===== src/rtl/mcp_rx_pkg.sv =====
// rtl/mcp_rx_pkg.sv - shared types, constants and helpers for the MCP receive FIFO
package mcp_rx_pkg;

    // Width of the optional dropped-word counter.
    localparam int DROP_CNT_W = 16;

    typedef logic [DROP_CNT_W-1:0] drop_cnt_t;

    // Pointer width for a FIFO of the given depth: one extra bit beyond the
    // address so that full and empty can be told apart when addresses match.
    function automatic int ptr_w(input int depth);
        return $clog2(depth) + 1;
    endfunction

endpackage


===== src/rtl/mcp_rx_ram.sv =====
// rtl/mcp_rx_ram.sv - generic storage array with one write port and an asynchronous read
//
// Ports:
//   clk    - write clock
//   we     - write enable
//   waddr  - write address
//   wdata  - write data
//   raddr  - read address
//   rdata  - read data, combinational from raddr
//
// The array is deliberately not reset; the owner masks its output when the
// FIFO is empty, so stale contents are never visible.
module mcp_rx_ram #(
    parameter int WIDTH = 5,
    parameter int DEPTH = 4
) (
    input  logic                     clk,
    input  logic                     we,
    input  logic [$clog2(DEPTH)-1:0] waddr,
    input  logic [WIDTH-1:0]         wdata,
    input  logic [$clog2(DEPTH)-1:0] raddr,
    output logic [WIDTH-1:0]         rdata
);

    logic [WIDTH-1:0] mem_q [DEPTH];

    always_ff @(posedge clk) begin
        if (we) begin
            mem_q[waddr] <= wdata;
        end
    end

    assign rdata = mem_q[raddr];

endmodule


===== src/rtl/mcp_rx_stream_fifo.sv =====
// rtl/mcp_rx_stream_fifo.sv - first-word-fall-through FIFO capturing CDC words on a sync pulse
//
// Ports:
//   CLK_I       - destination-domain clock
//   RST_NI      - asynchronous active-low reset
//   DATA_I      - word from the CDC, meaningful only while SYNC_I = 1
//   SYNC_I      - single-cycle capture pulse; each high cycle captures one word
//   CLEAR_I     - synchronous flush, wins over push and pop
//   DATA_O      - head-of-FIFO word, 0 when empty
//   VALID_O     - FIFO non-empty
//   READY_I     - consumer accepts DATA_O when VALID_O = 1
//   COUNT_O     - occupancy, 0..DEPTH
//   OVERFLOW_O  - sticky, set when a word was dropped
//   DROP_CNT_O  - saturating dropped-word count (only with MCP_RX_DROP_CNT_EN)
//
// Optional feature macro: MCP_RX_DROP_CNT_EN
module mcp_rx_stream_fifo
    import mcp_rx_pkg::*;
#(
    parameter int WIDTH = 5,
    parameter int DEPTH = 4
) (
    input  logic                   CLK_I,
    input  logic                   RST_NI,
    input  logic [WIDTH-1:0]       DATA_I,
    input  logic                   SYNC_I,
    input  logic                   CLEAR_I,
    output logic [WIDTH-1:0]       DATA_O,
    output logic                   VALID_O,
    input  logic                   READY_I,
    output logic [$clog2(DEPTH):0] COUNT_O,
    output logic                   OVERFLOW_O
`ifdef MCP_RX_DROP_CNT_EN
    ,
    output drop_cnt_t              DROP_CNT_O
`endif
);

    localparam int PW = ptr_w(DEPTH);
    localparam int AW = PW - 1;

    logic [PW-1:0]    wr_ptr_q, wr_ptr_d;
    logic [PW-1:0]    rd_ptr_q, rd_ptr_d;
    logic             overflow_q, overflow_d;
    logic             empty;
    logic             full;
    logic             push;
    logic             pop;
    logic             drop;
    logic [WIDTH-1:0] ram_rdata;

    assign empty = (wr_ptr_q == rd_ptr_q);
    assign full  = (wr_ptr_q[PW-1] != rd_ptr_q[PW-1]) &&
                   (wr_ptr_q[AW-1:0] == rd_ptr_q[AW-1:0]);

    // A pop frees the head slot in the same edge, so a full FIFO can still
    // take a word when the consumer is reading. The CDC cannot be stalled,
    // hence anything else arriving while full is dropped and flagged.
    assign pop  = !empty && READY_I;
    assign push = SYNC_I && (!full || pop);
    assign drop = SYNC_I && full && !pop && !CLEAR_I;

    always_comb begin
        wr_ptr_d   = wr_ptr_q;
        rd_ptr_d   = rd_ptr_q;
        overflow_d = overflow_q;
        if (CLEAR_I) begin
            wr_ptr_d   = '0;
            rd_ptr_d   = '0;
            overflow_d = 1'b0;
        end else begin
            if (push) begin
                wr_ptr_d = wr_ptr_q + PW'(1);
            end
            if (pop) begin
                rd_ptr_d = rd_ptr_q + PW'(1);
            end
            if (drop) begin
                overflow_d = 1'b1;
            end
        end
    end

    always_ff @(posedge CLK_I or negedge RST_NI) begin
        if (!RST_NI) begin
            wr_ptr_q   <= '0;
            rd_ptr_q   <= '0;
            overflow_q <= 1'b0;
        end else begin
            wr_ptr_q   <= wr_ptr_d;
            rd_ptr_q   <= rd_ptr_d;
            overflow_q <= overflow_d;
        end
    end

    mcp_rx_ram #(
        .WIDTH (WIDTH),
        .DEPTH (DEPTH)
    ) u_ram (
        .clk   (CLK_I),
        .we    (push && !CLEAR_I),
        .waddr (wr_ptr_q[AW-1:0]),
        .wdata (DATA_I),
        .raddr (rd_ptr_q[AW-1:0]),
        .rdata (ram_rdata)
    );

    // Outputs come only from registered pointers and the array, never from
    // SYNC_I or READY_I; masking keeps unreset storage from leaking out.
    assign VALID_O    = !empty;
    assign DATA_O     = empty ? '0 : ram_rdata;
    assign COUNT_O    = wr_ptr_q - rd_ptr_q;
    assign OVERFLOW_O = overflow_q;

`ifdef MCP_RX_DROP_CNT_EN
    drop_cnt_t drop_cnt_q, drop_cnt_d;

    always_comb begin
        drop_cnt_d = drop_cnt_q;
        if (CLEAR_I) begin
            drop_cnt_d = '0;
        end else if (drop && (drop_cnt_q != '1)) begin
            drop_cnt_d = drop_cnt_q + drop_cnt_t'(1);
        end
    end

    always_ff @(posedge CLK_I or negedge RST_NI) begin
        if (!RST_NI) begin
            drop_cnt_q <= '0;
        end else begin
            drop_cnt_q <= drop_cnt_d;
        end
    end

    assign DROP_CNT_O = drop_cnt_q;
`endif

endmodule


===== config.mk =====
export PLATFORM = sky130hd
export DESIGN_NAME = mcp_rx_stream_fifo
export DESIGN_NICKNAME = d
export VERILOG_FILES = /design/src/rtl/mcp_rx_pkg.sv /design/src/rtl/mcp_rx_ram.sv /design/src/rtl/mcp_rx_stream_fifo.sv
export SDC_FILE = /design/constraint.sdc
export NUM_CORES = 1
export LEC_CHECK = 0
export CORE_ASPECT_RATIO = 0.75
export CORE_UTILIZATION = 35
export DETAILED_ROUTE_END_ITERATION = 10
export SLEW_MARGIN = 20
export SYNTH_ARGS = -nofsm -noshare
export SYNTH_HDL_FRONTEND = slang
export SYNTH_SLANG_ARGS = --single-unit
export TNS_END_PERCENT = 100

===== constraint.sdc =====
create_clock -name CLK_I -period 2.5 [get_ports CLK_I]
set_clock_uncertainty 0.05 [all_clocks]
set_input_delay 0.5 -clock CLK_I [delete_from_list [all_inputs] [get_ports CLK_I]]
set_output_delay 0.5 -clock CLK_I [all_outputs]
set_load 0.05 [all_outputs]

==> impl_metrics.tcl <==
set metrics [dict create \
    yosys_warnings 0 \
    syn_area_per_cell_um2 14.85 \
    setup_viol 0 \
    max_cap_violations 0 \
    die_x_um 73.35 \
    worstSetupPathType "flip-flop to primary output" \
    core_area_um2 3661 \
    place.port_buffers 19 \
    cts_setup_buffers 0 \
    vias 782 \
    min_path_type "input pin to asynchronous set/reset pin" \
    grt_antenna_before_repair 0 \
    leakage_nw 0.6637 \
    row_count 19 \
    grt_overflow_total 0 \
    intPower_w 0.0009199 \
    area_delta_synth_final_pct 30.24 \
    yosysTopAreaCellShare 0.4494 \
    switching_share 0.3504 \
    grt_max_degree 16 \
    grt_pass1_vias 821 \
    firstDrtPassIters 4 \
    end_kind "primary output" \
    ys_async_sr_fraction 0.2593 \
    seqPwrFrac 0.362 \
    hpwl_um 1744 \
    syn_nets 108 \
    tritoncts "yes" \
    yosysTopAreaCell "edfxtp_1" \
    synth_area_leaders "edfxtp_1, dfrtp_1, mux4_2" \
    cts.sinks 27 \
    rsz0062_at_grt "yes" \
    worst-path-max-fanout 7 \
    h-tree-depth 1 \
    yosysSeqAreaShare 0.5805 \
    clockPowerShare 0.167 \
    postRouteWirelength_um 2398 \
    clk_pin_slew_ns 0.09 \
    synth_ff_type "edfxtp_1" \
    p_comb_frac 0.471 \
    period_needed_ns 2.407 \
    nNetsFinal 133 \
    grt_pass1_wl_um 3988 \
    relSlewSlack 0.6737 \
    cts_buffers 3 \
    clockRootBuffer "clkbuf_8" \
    die_y_um 55.51 \
    clk_path_buf_depth 2 \
    dr_wl_met3_um 64 \
    ant_nets 0 \
    critical_path.max_stage_delay_ns 0.41 \
    worstPathBufferInverterCount 2 \
    start_util 0.3650 \
    p_sw_w 0.0004962 \
    start_kind "flip-flop" \
    dp_cells 162 \
    clock_latency_ns 0.27 \
    cp.required_ns 1.95 \
    synth_edf_count 20 \
    worst_pin_slew_ns 0.4879 \
    status "finished, final reports clean" \
    critPathSlowestCell "dfrtp_1" \
    io_pins 20 \
    drt-met1-wl_um 1148 \
    slew_viol_final 0 \
    grtUsageTotal 0.1362 \
    irDropWorstVdd_v 0.0003135 \
    syn_inst 90 \
    ys_ff_latch 27 \
    hold_violations 0 \
    dr.max_layer_used "met4" \
    routedWlPerCell_um 14.45 \
    die_area_um2 4072 \
    finalWeightedCongestion 0.7908 \
    power_density_nw_per_um2 813.6 \
    drive_gt1_frac 0.3158 \
    arrival_ns 1.86 \
    timing.fmax_ghz 0.4155 \
    stdcell_count 166 \
    drc 0 \
    n_antenna_cell 0 \
    min_period_over_period 0.9626 \
    cts_hold_buf 0 \
    hold-worst-slack_ns 0.4386 \
    crit_family "simple AND/OR/NAND/NOR gates" \
    drt_iter0_drc 29 \
    syn_area_um2 1336 \
    wl_met2_um 1168 \
    vias_per_cell 4.711 \
    synth.distinct_cells 33 \
    cts_resized 0 \
    path_cells "inv_1 -> ha_1 -> and2_1 -> and2_4 -> nor2b_1 -> buf_12" \
]
[synth_stat cells, drive strengths merged, types with 2 or more instances]
cell,instances
o21a,2
mux4,5
ha,7
o2111ai,2
clkbuf,2
inv,8
xnor2,2
and2,2
and3,4
mux2,2
edfxtp,20
dfrtp,7
nor2,4
nand2,3
nor2b,6
[power by group through the flow]
stage | Sequential [W] | Combinational (W) | Clock, W
after floorplan | 0.000522 | 0.000369 | 0
after global placement | 0.000522 | 0.000656 | 0
after detailed placement | 0.000522 | 0.000661 | 0
after CTS | 0.000513 | 0.000665 | 0.000247
after global routing | 0.000515 | 0.000702 | 0.000264
final | 0.000513 | 0.000666 | 0.000237
[cell type report]
class | count | area [um2]
tap | 52 | 65.06
multi-input combinational | 52 | 525.5
timing repair buffer | 23 | 297.8
fill | 326 | 1921
sequential | 27 | 775.7
inverter | 8 | 30.03
clock buffer | 3 | 41.29
clock inverter | 1 | 5.005
[cells by family after synthesis]
group | share of synthesized area
buffers and inverters | 0.03183
xor gates and xnor gates | 0.01873
DFF | 0.5805
muxes | 0.1114
adders and majority gates | 0.08052
and+or+nand+nor | 0.1086
AOI/OAI and AO/OA | 0.06835
[final timing paths]
kind	start	endpoint	slack, ns	cells past startpoint
max in group asynchronous	RST_NI	OVERFLOW_O$_DFFE_PN0P_	1.71	1
min in group CLK_I	OVERFLOW_O$_DFFE_PN0P_	OVERFLOW_O$_DFFE_PN0P_	0.45	1
setup / recovery	wr_ptr_q[0]$_DFFE_PN0P_	DATA_O[1]	0.09	6
hold / removal	RST_NI	rd_ptr_q[2]$_DFFE_PN0P_	0.44	1
setup reg to reg	wr_ptr_q[0]$_DFFE_PN0P_	u_ram.mem_q[3][4]$_DFFE_PP_	0.62	5
hold reg to reg	OVERFLOW_O$_DFFE_PN0P_	OVERFLOW_O$_DFFE_PN0P_	0.45	1
[worst reg2reg max path, cell delays in order, from the launching register on]
cell	delay, ns
dfrtp_1	0.39
inv_1	0.10
ha_1	0.32
nand3b_1	0.20
o21a_4	0.29
and3_2	0.28
[cell usage in the layout (no fill, tap or decap), drive strengths merged, types with 3 or more instances in the layout]
cell type,instances
clkdlybuf4s50,10
nand2,3
dfrtp,7
buf,13
edfxtp,20
mux4,5
inv,8
and3,4
nor2,4
clkbuf,3
nor2b,6
ha,7
[sequential cells by signal (all words and copies together), names as in the netlist]
register / count
wr_ptr_q: 3
OVERFLOW_O: 1
u_ram.mem_q: 20
rd_ptr_q: 3
[layer usage]
metal  global-route usage  vias up
met4              0.04121        0
met1               0.1761      393
met3              0.03832        2
met2               0.2222        9
li1                     -      378
met5                    0        -
[metrics by stage]
step | total power (W) | TNS (ns) | setup slack (ns) | area, um2 | util
3_3_place_gp | 0.001178 | 0 | 0.3888 | 1687 | 0.4607
3_5_place_dp | 0.001184 | 0 | 0.3662 | 1687 | 0.4607
2_1_floorplan | 0.0008912 | -0.3681 | -0.07362 | 1336 | -
6_report | 0.001416 | 0 | 0.09342 | 1740 | 0.4754
5_1_grt | 0.001481 | -0.04422 | -0.02218 | 1740 | 0.4754
4_1_cts | 0.001424 | 0 | 0.06657 | 1733 | 0.4733
Power figures use the tool's default switching activity.
